`config.mk`:
```
export PLATFORM = sky130hd
export DESIGN_NAME = btb_update_unit
export DESIGN_NICKNAME = d
export VERILOG_FILES = /design/src/rtl/btb_pkg.sv /design/src/rtl/plru_tree.sv /design/src/rtl/btb_update_unit.sv
export SDC_FILE = /design/constraint.sdc
export NUM_CORES = 1
export LEC_CHECK = 0
export BUFFER_PORTS_ARGS = -buffer_cell sky130_fd_sc_hd__buf_2
export CORE_ASPECT_RATIO = 0.6
export CORE_UTILIZATION = 30
export DETAILED_ROUTE_END_ITERATION = 8
export GPL_ROUTABILITY_DRIVEN = 0
export PLACE_DENSITY = 0.47
export SLEW_MARGIN = 5
export SYNTH_ARGS = -nofsm -noshare
export SYNTH_HDL_FRONTEND = slang
export SYNTH_HIERARCHICAL = 1
export SYNTH_SLANG_ARGS = --single-unit
```
`constraint.sdc`:
```
create_clock -name clk -period 5.34 [get_ports clk]
set_input_delay 0 -clock clk [delete_from_list [all_inputs] [get_ports clk]]
set_output_delay 0 -clock clk [all_outputs]
set_load 0.05 [all_outputs]
```
`src/rtl/btb_pkg.sv`:
```
// Shared types for the BTB write side.
// Index width helper, update record and FSM encoding.
package btb_pkg;

  function automatic int idx_w(input int depth);
    return (depth > 1) ? $clog2(depth) : 1;
  endfunction

  typedef struct packed {
    logic [31:0] pc;
    logic [31:0] target;
    logic        taken;
  } btb_upd_t;

  typedef enum logic [1:0] {
    IDLE,
    PROBE,
    WRITE
  } btb_upd_state_e;

endpackage

```
`src/rtl/plru_tree.sv`:
```
// Tree pseudo-LRU state for a fully associative array.
// Node bit 0 steers the victim search into the left subtree.
module plru_tree
  import btb_pkg::*;
#(
  parameter  int DEPTH = 8,
  localparam int IW    = idx_w(DEPTH)
) (
  input  logic          clk,
  input  logic          rst_n,
  input  logic          clear,
  input  logic          touch_a_en,
  input  logic [IW-1:0] touch_a_idx,
  input  logic          touch_b_en,
  input  logic [IW-1:0] touch_b_idx,
  output logic [IW-1:0] victim
);

  logic [DEPTH-2:0] bits_q;
  logic [DEPTH-2:0] bits_d;

  // Heap-ordered nodes: node n lives at bit n-1.
  function automatic logic [DEPTH-2:0] touch(
    input logic [DEPTH-2:0] b,
    input logic [IW-1:0]    idx
  );
    logic [DEPTH-2:0] r;
    int               node;
    r    = b;
    node = 1;
    for (int l = 0; l < IW; l++) begin
      r[node-1] = ~idx[IW-1-l];
      node      = 2 * node + int'(idx[IW-1-l]);
    end
    return r;
  endfunction

  always_comb begin
    bits_d = bits_q;
    if (touch_a_en) bits_d = touch(bits_d, touch_a_idx);
    if (touch_b_en) bits_d = touch(bits_d, touch_b_idx);
    if (clear)      bits_d = '0;
  end

  always_comb begin
    int node;
    node = 1;
    for (int l = 0; l < IW; l++) begin
      node = 2 * node + int'(bits_q[node-1]);
    end
    victim = IW'(node - DEPTH);
  end

  always_ff @(posedge clk or negedge rst_n) begin
    if (!rst_n) bits_q <= '0;
    else        bits_q <= bits_d;
  end

endmodule

```
`src/rtl/btb_update_unit.sv`:
```
// BTB write side: queues resolved branches, probes tags,
// then issues one allocate/retarget/invalidate write.
module btb_update_unit
  import btb_pkg::*;
#(
  parameter  int BTB_DEPTH  = 8,
  parameter  int FIFO_DEPTH = 4,
  localparam int IDX_W      = idx_w(BTB_DEPTH)
) (
  input  logic             clk,
  input  logic             rst_n,
  input  logic             upd_valid,
  output logic             upd_ready,
  input  logic [31:0]      upd_pc,
  input  logic [31:0]      upd_target,
  input  logic             upd_taken,
  input  logic             lkp_hit,
  input  logic [IDX_W-1:0] lkp_idx,
  output logic             probe_valid,
  output logic [31:0]      probe_pc,
  input  logic             probe_hit,
  input  logic [IDX_W-1:0] probe_idx,
  output logic             wr_en,
  output logic [IDX_W-1:0] wr_idx,
  output logic             wr_valid,
  output logic [31:0]      wr_pc,
  output logic [31:0]      wr_target,
  input  logic             flush,
  output logic             flush_out
);

  localparam int PTR_W = idx_w(FIFO_DEPTH);
  localparam int CNT_W = $clog2(FIFO_DEPTH + 1);
  localparam logic [CNT_W-1:0] FULL = CNT_W'(FIFO_DEPTH);

  btb_upd_state_e   state_q, state_d;
  btb_upd_t         fifo_q [FIFO_DEPTH];
  btb_upd_t         work_q;
  logic [PTR_W-1:0] rd_ptr_q, wr_ptr_q;
  logic [CNT_W-1:0] cnt_q;
  logic [BTB_DEPTH-1:0] valid_q;

  logic             push, pop;
  logic [IDX_W-1:0] victim, free_idx, sel_idx;
  logic             free_found, do_write, sel_valid;
  logic [IDX_W-1:0] wr_idx_q;
  logic             wr_valid_q;
  logic [31:0]      wr_pc_q, wr_target_q;
  logic             flush_q;

  assign upd_ready = (cnt_q != FULL) && !flush;
  assign push      = upd_valid && upd_ready;
  assign pop       = (state_q == IDLE) && (cnt_q != '0) && !flush;

  always_ff @(posedge clk or negedge rst_n) begin
    if (!rst_n) begin
      rd_ptr_q <= '0;
      wr_ptr_q <= '0;
      cnt_q    <= '0;
      for (int i = 0; i < FIFO_DEPTH; i++) fifo_q[i] <= '0;
    end else if (flush) begin
      rd_ptr_q <= '0;
      wr_ptr_q <= '0;
      cnt_q    <= '0;
    end else begin
      if (push) begin
        fifo_q[wr_ptr_q] <= '{upd_pc, upd_target, upd_taken};
        wr_ptr_q         <= wr_ptr_q + 1'b1;
      end
      if (pop) rd_ptr_q <= rd_ptr_q + 1'b1;
      unique case ({push, pop})
        2'b10:   cnt_q <= cnt_q + 1'b1;
        2'b01:   cnt_q <= cnt_q - 1'b1;
        default: cnt_q <= cnt_q;
      endcase
    end
  end

  // Scan downward so the lowest invalid index wins.
  always_comb begin
    free_found = 1'b0;
    free_idx   = '0;
    for (int i = BTB_DEPTH - 1; i >= 0; i--) begin
      if (!valid_q[i]) begin
        free_found = 1'b1;
        free_idx   = IDX_W'(i);
      end
    end
  end

  always_comb begin
    do_write  = 1'b0;
    sel_idx   = victim;
    sel_valid = 1'b0;
    unique case (1'b1)
      work_q.taken && probe_hit: begin
        do_write  = 1'b1;
        sel_idx   = probe_idx;
        sel_valid = 1'b1;
      end
      work_q.taken && !probe_hit: begin
        do_write  = 1'b1;
        sel_idx   = free_found ? free_idx : victim;
        sel_valid = 1'b1;
      end
      !work_q.taken && probe_hit: begin
        do_write  = 1'b1;
        sel_idx   = probe_idx;
      end
      default: ;
    endcase
  end

  always_comb begin
    state_d = state_q;
    unique case (state_q)
      IDLE:    if (pop) state_d = PROBE;
      PROBE:   state_d = do_write ? WRITE : IDLE;
      WRITE:   state_d = IDLE;
      default: state_d = IDLE;
    endcase
    if (flush) state_d = IDLE;
  end

  assign probe_valid = (state_q == PROBE);
  assign probe_pc    = probe_valid ? work_q.pc : '0;
  assign wr_en       = (state_q == WRITE) && !flush;
  assign wr_idx      = wr_idx_q;
  assign wr_valid    = wr_valid_q;
  assign wr_pc       = wr_pc_q;
  assign wr_target   = wr_target_q;
  assign flush_out   = flush_q;

  always_ff @(posedge clk or negedge rst_n) begin
    if (!rst_n) begin
      state_q     <= IDLE;
      work_q      <= '0;
      wr_idx_q    <= '0;
      wr_valid_q  <= 1'b0;
      wr_pc_q     <= '0;
      wr_target_q <= '0;
      valid_q     <= '0;
      flush_q     <= 1'b0;
    end else begin
      state_q <= state_d;
      flush_q <= flush;
      if (flush) begin
        work_q  <= '0;
        valid_q <= '0;
      end else begin
        if (pop) work_q <= fifo_q[rd_ptr_q];
        if (probe_valid && do_write) begin
          wr_idx_q    <= sel_idx;
          wr_valid_q  <= sel_valid;
          wr_pc_q     <= work_q.pc;
          wr_target_q <= work_q.target;
        end
        if (wr_en) valid_q[wr_idx_q] <= wr_valid_q;
      end
    end
  end

  plru_tree #(.DEPTH(BTB_DEPTH)) u_plru (
    .clk         (clk),
    .rst_n       (rst_n),
    .clear       (flush),
    .touch_a_en  (lkp_hit),
    .touch_a_idx (lkp_idx),
    .touch_b_en  (wr_en && wr_valid_q),
    .touch_b_idx (wr_idx_q),
    .victim      (victim)
  );

endmodule

```
Yosys cells after proc, flatten, opt, wreduce, memory -nomap -nowiden
Cells that the tools add are included.
Cells by class
  divide/modulo/power cells: 0
  eq/ne operators: 6
  reduce and logical (&&, ||, !) cells: 31
  bitwise logic cells: 9
  shift-type cells: 0
  multipliers: 0
  order comparisons: 15
  mux-type cells: 65
  add/sub/neg operators: 18
Operators with widths (number)
  two-way mux 65 bit: 5
  bitwise mux 260 bit: 1
  less-than comparator 32 x 5 -> 1 bit (second input constant): 6
  subtractor 32 x 2 -> 32 bit (second input constant): 6
  binary-select mux 65 bit (select 2 bit): 1
  demux 65 bit (select 2 bit): 1
  >= comparator 32 x 1 -> 1 bit (second input constant): 4
  adder 32 x 2 -> 32 bit: 2
  two-way mux 32 bit: 1
  two-way mux 3 bit: 10
  bitwise mux 7 bit: 4
  two-way mux 7 bit: 3
  two-way mux 1 bit: 19
  logical AND 1 bit: 16
  two-way mux 8 bit: 2
  demux 1 bit (select 3 bit): 5
  two-way mux 2 bit: 7
  one-hot mux 3 bit (2 select lines): 2
  adder 2 x 1 -> 3 bit (first input constant): 3
  nonzero test 3 bit: 3
  bitwise mux 8 bit: 1
  NOT 1 bit: 7
  binary-select mux 1 bit (select 3 bit): 2
  >= comparator 3 bit (second input constant): 2
  other kinds (19): 31
Word-level totals
  latch bits: 0
  register bits after elaboration: 418
  bits in writable memories: 0
  memory bits (read-only): 0
  memories: 0
  input port bits: 77

Longest topological paths before layout
  depth in word-level cells: 14
  mapped depth: 8
  mapped depth without buffers: 8

Modules after synthesis
The synthesis kept the hierarchy.
Modules (own cells, without submodules)
  btb_update_unit: seq. area each 10284.9 um2, cells an instance 1213, area an instance 17645.7 um2, times used 1
  plru_tree: seq. area each 175.2 um2, cells an instance 80, area an instance 723.2 um2, times used 1

Least setup slack after synthesis
OpenSTA, ideal clock, no wires.
  path type: register to register
  from: register state_q[1]
  to: register u_plru.bits_q[1]
  period minus slack after synthesis: 2.483 ns
  setup time: 0.122 ns
  cell stages (with the launch flop): 6
  path slack: 2.857 ns
  buffers on the path: 1
  data arrival time: 2.361 ns
  required time: 5.218 ns
  path through: dfrtp_1 > nor3b_1 > and2_1 > buf_2 > o21ai_0 > a32o_1
On the way
  word-level cells in the longest chain between the ends: 5
Ends and longest elaborated chain
  from (decl): RTL line btb_update_unit.sv:36  | btb_upd_state_e state_q, state_d;
  from (signal assigned): RTL line btb_update_unit.sv:145  | state_q <= state_d;
  equality test 2 bit: RTL line btb_update_unit.sv:127  | assign wr_en = (state_q == WRITE) && !flush;
  logical AND 1 bit: RTL line btb_update_unit.sv:127
  via wr_en: RTL line btb_update_unit.sv:23  | output logic wr_en,
  logical AND 1 bit: RTL line btb_update_unit.sv:169  | .touch_b_en (wr_en && wr_valid_q),
  two-way mux 7 bit: RTL line plru_tree.sv:41  | if (touch_b_en) bits_d = touch(bits_d, touch_b_idx);
  two-way mux 7 bit: RTL line plru_tree.sv:42  | if (clear) bits_d = '0;
  via u_plru.bits_d[1]: RTL line plru_tree.sv:20  | logic [DEPTH-2:0] bits_d;
  to (signal assigned): RTL line plru_tree.sv:56  | else bits_q <= bits_d;
  to (decl): RTL line plru_tree.sv:19  | logic [DEPTH-2:0] bits_q;
The timed path passes the listed nets, and every way through them passes these cells.
A chain may end at the register's enable or synchronous reset.

Worst setup path after layout
  from: register u_plru.bits_q[0]
  to: register wr_idx_q[0], in the netlist wr_idx[0]
On the way
  word-level cells in the longest chain between the ends: 14
Ends and longest elaborated chain
  adder 2 x 1 -> 3 bit: RTL line plru_tree.sv:49  | node = 2 * node + int'(bits_q[node-1]);
  subtractor 32 x 2 -> 32 bit: RTL line plru_tree.sv:49
  binary-select mux 1 bit (select 3 bit): RTL line plru_tree.sv:49
  two-way mux 1 bit (not written as such) (2 in series): RTL line plru_tree.sv:49
  adder 4 x 1 -> 5 bit: RTL line plru_tree.sv:49
  subtractor 32 x 2 -> 32 bit: RTL line plru_tree.sv:49
  binary-select mux 1 bit (select 3 bit) (*): RTL line plru_tree.sv:49
  two-way mux 1 bit (not written as such) (*) (2 in series): RTL line plru_tree.sv:49
  adder 3 x 2 -> 3 bit (*): RTL line plru_tree.sv:49
  subtractor 3 x 1 -> 3 bit (*): RTL line plru_tree.sv:51  | victim = IW'(node - DEPTH);
  via victim[0]: RTL line btb_update_unit.sv:44  | logic [IDX_W-1:0] victim, free_idx, sel_idx;
  two-way mux 3 bit: RTL line btb_update_unit.sv:103  | sel_idx = free_found ? free_idx : victim;
  one-hot mux 3 bit (2 select lines) (*): RTL line btb_update_unit.sv:95  | unique case (1'b1)
  to (signal assigned): RTL line btb_update_unit.sv:153  | wr_idx_q <= sel_idx;
  to (decl): RTL line btb_update_unit.sv:46  | logic [IDX_W-1:0] wr_idx_q;
The timed path passes the listed nets; every way through them passes the cells marked *. The select of a mux whose other input is x is not followed.

==> reports/qor.csv <==
metric,value,unit
cell taking the most area after synthesis,dfrtp_1,
ANT nets after route,0,
multiplexer share of the synthesized area,0.288,
MaxCap Viol Count,0,
"Distinct cells, synth",49,
starting density of the core,0.307,
Ports,181,
"Primary FF master, synth",dfrtp_1,
Synth Area in Adders,0.0106,
final worst path period need,3.25,ns
syn_nets,1385,
Post-synth EDFFs,0,
RSZ-0062 raised after global routing,false,
Setup crit end kind,flip-flop,
WP data arrival,3.70,ns
largest net degree at the start of global routing,170,
layout cells sized above 1,0.302,
Mapped Cells,1293,
Seq pwr share,0.432,
Fin. Hold Viols,0,
R2R depth,9,
drt via density,4.70,
routed len/inst,18.9,um
relative slew slack,0.299,
skew final,0.0292,ns
Peak VDD IR,0.000370,V
Ys Warns,6,
nets,1622,
#FFs+latches synth,418,
CTS max path bufs,3,
CTS root buf,clkbuf_16,
simple-gate share of the synthesized area,0.0650,
clk_lat worst skew,0.58,ns
Initial DRT Pass Iterations,4,
outcome,"finished, final reports clean",
ys async rst share,1.00,
Post CTS Setup Buffer Count,0,
clk sinks,418,
Synth top area share,0.569,
initial antenna violation count,3,
Worst Tran Pin Value,1.05,ns
final setup violation count,0,
Worst Setup Path Type,flip-flop to flip-flop,
pre-CTS WS,2.40,ns
vias,11200,
area delta synth->final,21.3,%
"top cells by area, synth","dfrtp_1 (57%), mux2_1 (12%), mux4_2 (8.0%), mux2_2 (7.8%), nand2_1 (3.1%)",
Crit path max-delay family,multiplexers,
Die Wd,321,um
Worst Path Required,5.79,ns
DRT Wirelength,45000,um
period utilisation layout,0.608,
port bufs,180,
Post-Syn Area,18400,um^2
WP depth,9,
Cell Pwr Density,539,nW/um^2
Sw Pwr,4010,uW
Final Cell Area,22300,um^2
Std-Cell Rows,69,
cell internal pwr,8010,uW
CP Buf/Inv Count,1,
DP HPWL,27200,um
Clock power frac,0.269,
r2r startpoint,u_plru/bits_q[0],
Max Fclk,0.308,GHz
flop2flop setup slack,2.09,ns
P_leak,0.0103,uW
Core Area,59800,um^2
switching fraction of total power,0.334,
Worst setup startpoint,u_plru/bits_q[0],
CP Max Fanout,6,
Hold Path Class,input port to async pin,
chip height,194,um
worst stage delay on the critical path,0.59,ns
sequential area share after synthesis,0.569,
vias in the first global route,11900,
crit start category,flip-flop,
crit-path cells,mux2i_1 -> ha_1 -> mux2_2 -> a32o_1 -> o32a_1 -> or3_1 -> nand4_1 -> a31oi_1 -> dlygate4sd3_1,
htree depth,2,
Worst R2R End,wr_idx[0],
total track usage,0.148,
first-pass GRT wire length,72400,um
post-synthesis xor/xnor area fraction,0.00143,
# DRC,0,
setup_tns,0,ns
Iteration-0 DRC Markers,530,
Logic pwr share,0.298,
Post-Syn Area per Cell,14.2,um^2
post-synthesis compound-gate area fraction,0.0324,
Crit-path slowest cell,dlygate4sd3_1,
CP Capture Point,wr_idx[0],
total CTS buffers,45,
total gr overflow,0,
clk slew on worst S/H paths,0.06,ns
"Slew Viols, Final",0,
"Cell Area, Placed",19900,um^2
die area,62300,um^2
post-route setup slack,2.09,ns
largest family of logic cells by synthesized area,multiplexers,
CTS tree,done,
## worst register-to-register path, delay by kind of cell, from the launching register on
| kind | cells | cell delay (ns) |
|---|---|---|
| and+or+nand+nor | 2 | 0.48 |
| adders and majority gates | 1 | 0.36 |
| muxes | 2 | 0.74 |
| DFF | 1 | 0.47 |
| buffers and inverters | 1 | 0.59 |
| AOI/OAI and AO/OA | 3 | 0.49 |
## registers in the layout, summed over array words and instances (netlist names)
name / count
cnt_q: 3
fifo_q: 260
flush_out: 1
rd_ptr_q: 2
state_q: 2
u_plru/bits_q: 7
valid_q: 8
work_q: 65
wr_idx: 3
wr_pc: 32
wr_ptr_q: 2
wr_target: 32
wr_valid: 1
## worst min path at each step
stage                  endpoint       start  slack [ns]  depth (start not counted)
2_1_floorplan          cnt_q[0]       rst_n       -0.30                          0
3_3_place_gp   u_plru/bits_q[0]       rst_n        0.08                          1
3_5_place_dp   u_plru/bits_q[1]       rst_n        0.08                          1
4_1_cts        u_plru/bits_q[1]  lkp_idx[1]        0.02                          4
5_1_grt        u_plru/bits_q[1]  lkp_idx[1]        0.07                          4
6_report       u_plru/bits_q[1]       rst_n        0.02                          2
## stage by stage
step                instances  power (uW)   util  hold WS [ns]
detailed placement       2215        8870  0.333        0.0784
global route             2383       12800  0.373        0.0681
global placement         2215        8770  0.333        0.0777
floorplan                1293        7770      -        -0.296
CTS                      2380       12200  0.372        0.0207
finish                   2383       12000  0.373        0.0224
## layout make-up
class	instances	area, um^2
antenna	3	7.51
clock buffer	66	1320
clock inverter	15	211
fill	5806	37500
inverter	12	45.0
multi-input combinational	777	7350
sequential	418	10500
tap	816	1020
timing repair buffer	276	1870
## routing by layer
metal / track usage / wire length, um / vias up
met1: 0.220 / 22800 / 5898
met3: 0.0281 / 1560 / 45
met5: 0 / 0 / -
li1: - / - / 5104
met4: 0.0332 / 616 / 0
met2: 0.223 / 20000 / 144
## cell usage in the layout, fill, tap and decap left out, types with 8 or more instances in the layout
cell type,synthesis,routed
nand2_1,152,147
mux2i_1,12,12
buf_4,17,11
clkbuf_16,0,45
and2_1,34,33
clkinv_2,0,8
inv_1,12,12
clkbuf_8,0,11
mux4_2,65,65
mux2_2,128,128
buf_2,23,178
dlygate4sd3_1,0,84
a21oi_1,71,71
mux2_1,201,201
clkbuf_1,25,10
dfrtp_1,418,416
nor2_1,18,18
ha_1,14,14
## synth_stat cells, types with 2 or more instances
master	instances
mux2_2	128
mux4_2	65
nand2_1	152
buf_4	17
nand3b_1	6
nor3b_1	6
a31oi_1	4
a32o_1	2
a311oi_1	3
nand3_1	5
o221a_2	2
and3_1	2
nand2b_1	6
nor2b_1	6
mux2_1	201
a221oi_1	3
or3_1	2
a21oi_1	71
and3b_1	5
dfrtp_1	418
clkbuf_1	25
and2_1	34
ha_1	14
nand4_1	3
buf_2	23
buf_6	20
nor2_1	18
nor3_1	3
o21ai_0	6
mux2i_1	12
inv_1	12
xnor2_1	2
## power groups by stage
stage	Combinational, uW	Sequential (uW)	Clock, uW
floorplan	2520	5260	0
global placement	3540	5230	0
detailed placement	3610	5270	0
CTS	3680	5210	3350
global route	3940	5390	3490
finish	3590	5200	3240
## timing repair
| item | 4_1_cts | 5_1_grt |
|---|---|---|
| endpoints found under the hold margin | 376 | 0 |
| hold buffers | 84 | 0 |
| resized for setup | 0 | 0 |
## cell families after synthesis
family	after synthesis
compound gates	101
fa+ha+maj	15
flops	418
simple gates	252
mux	406
xor+xnor	3
buf+inv	98
Power figures use the tool's default switching activity.
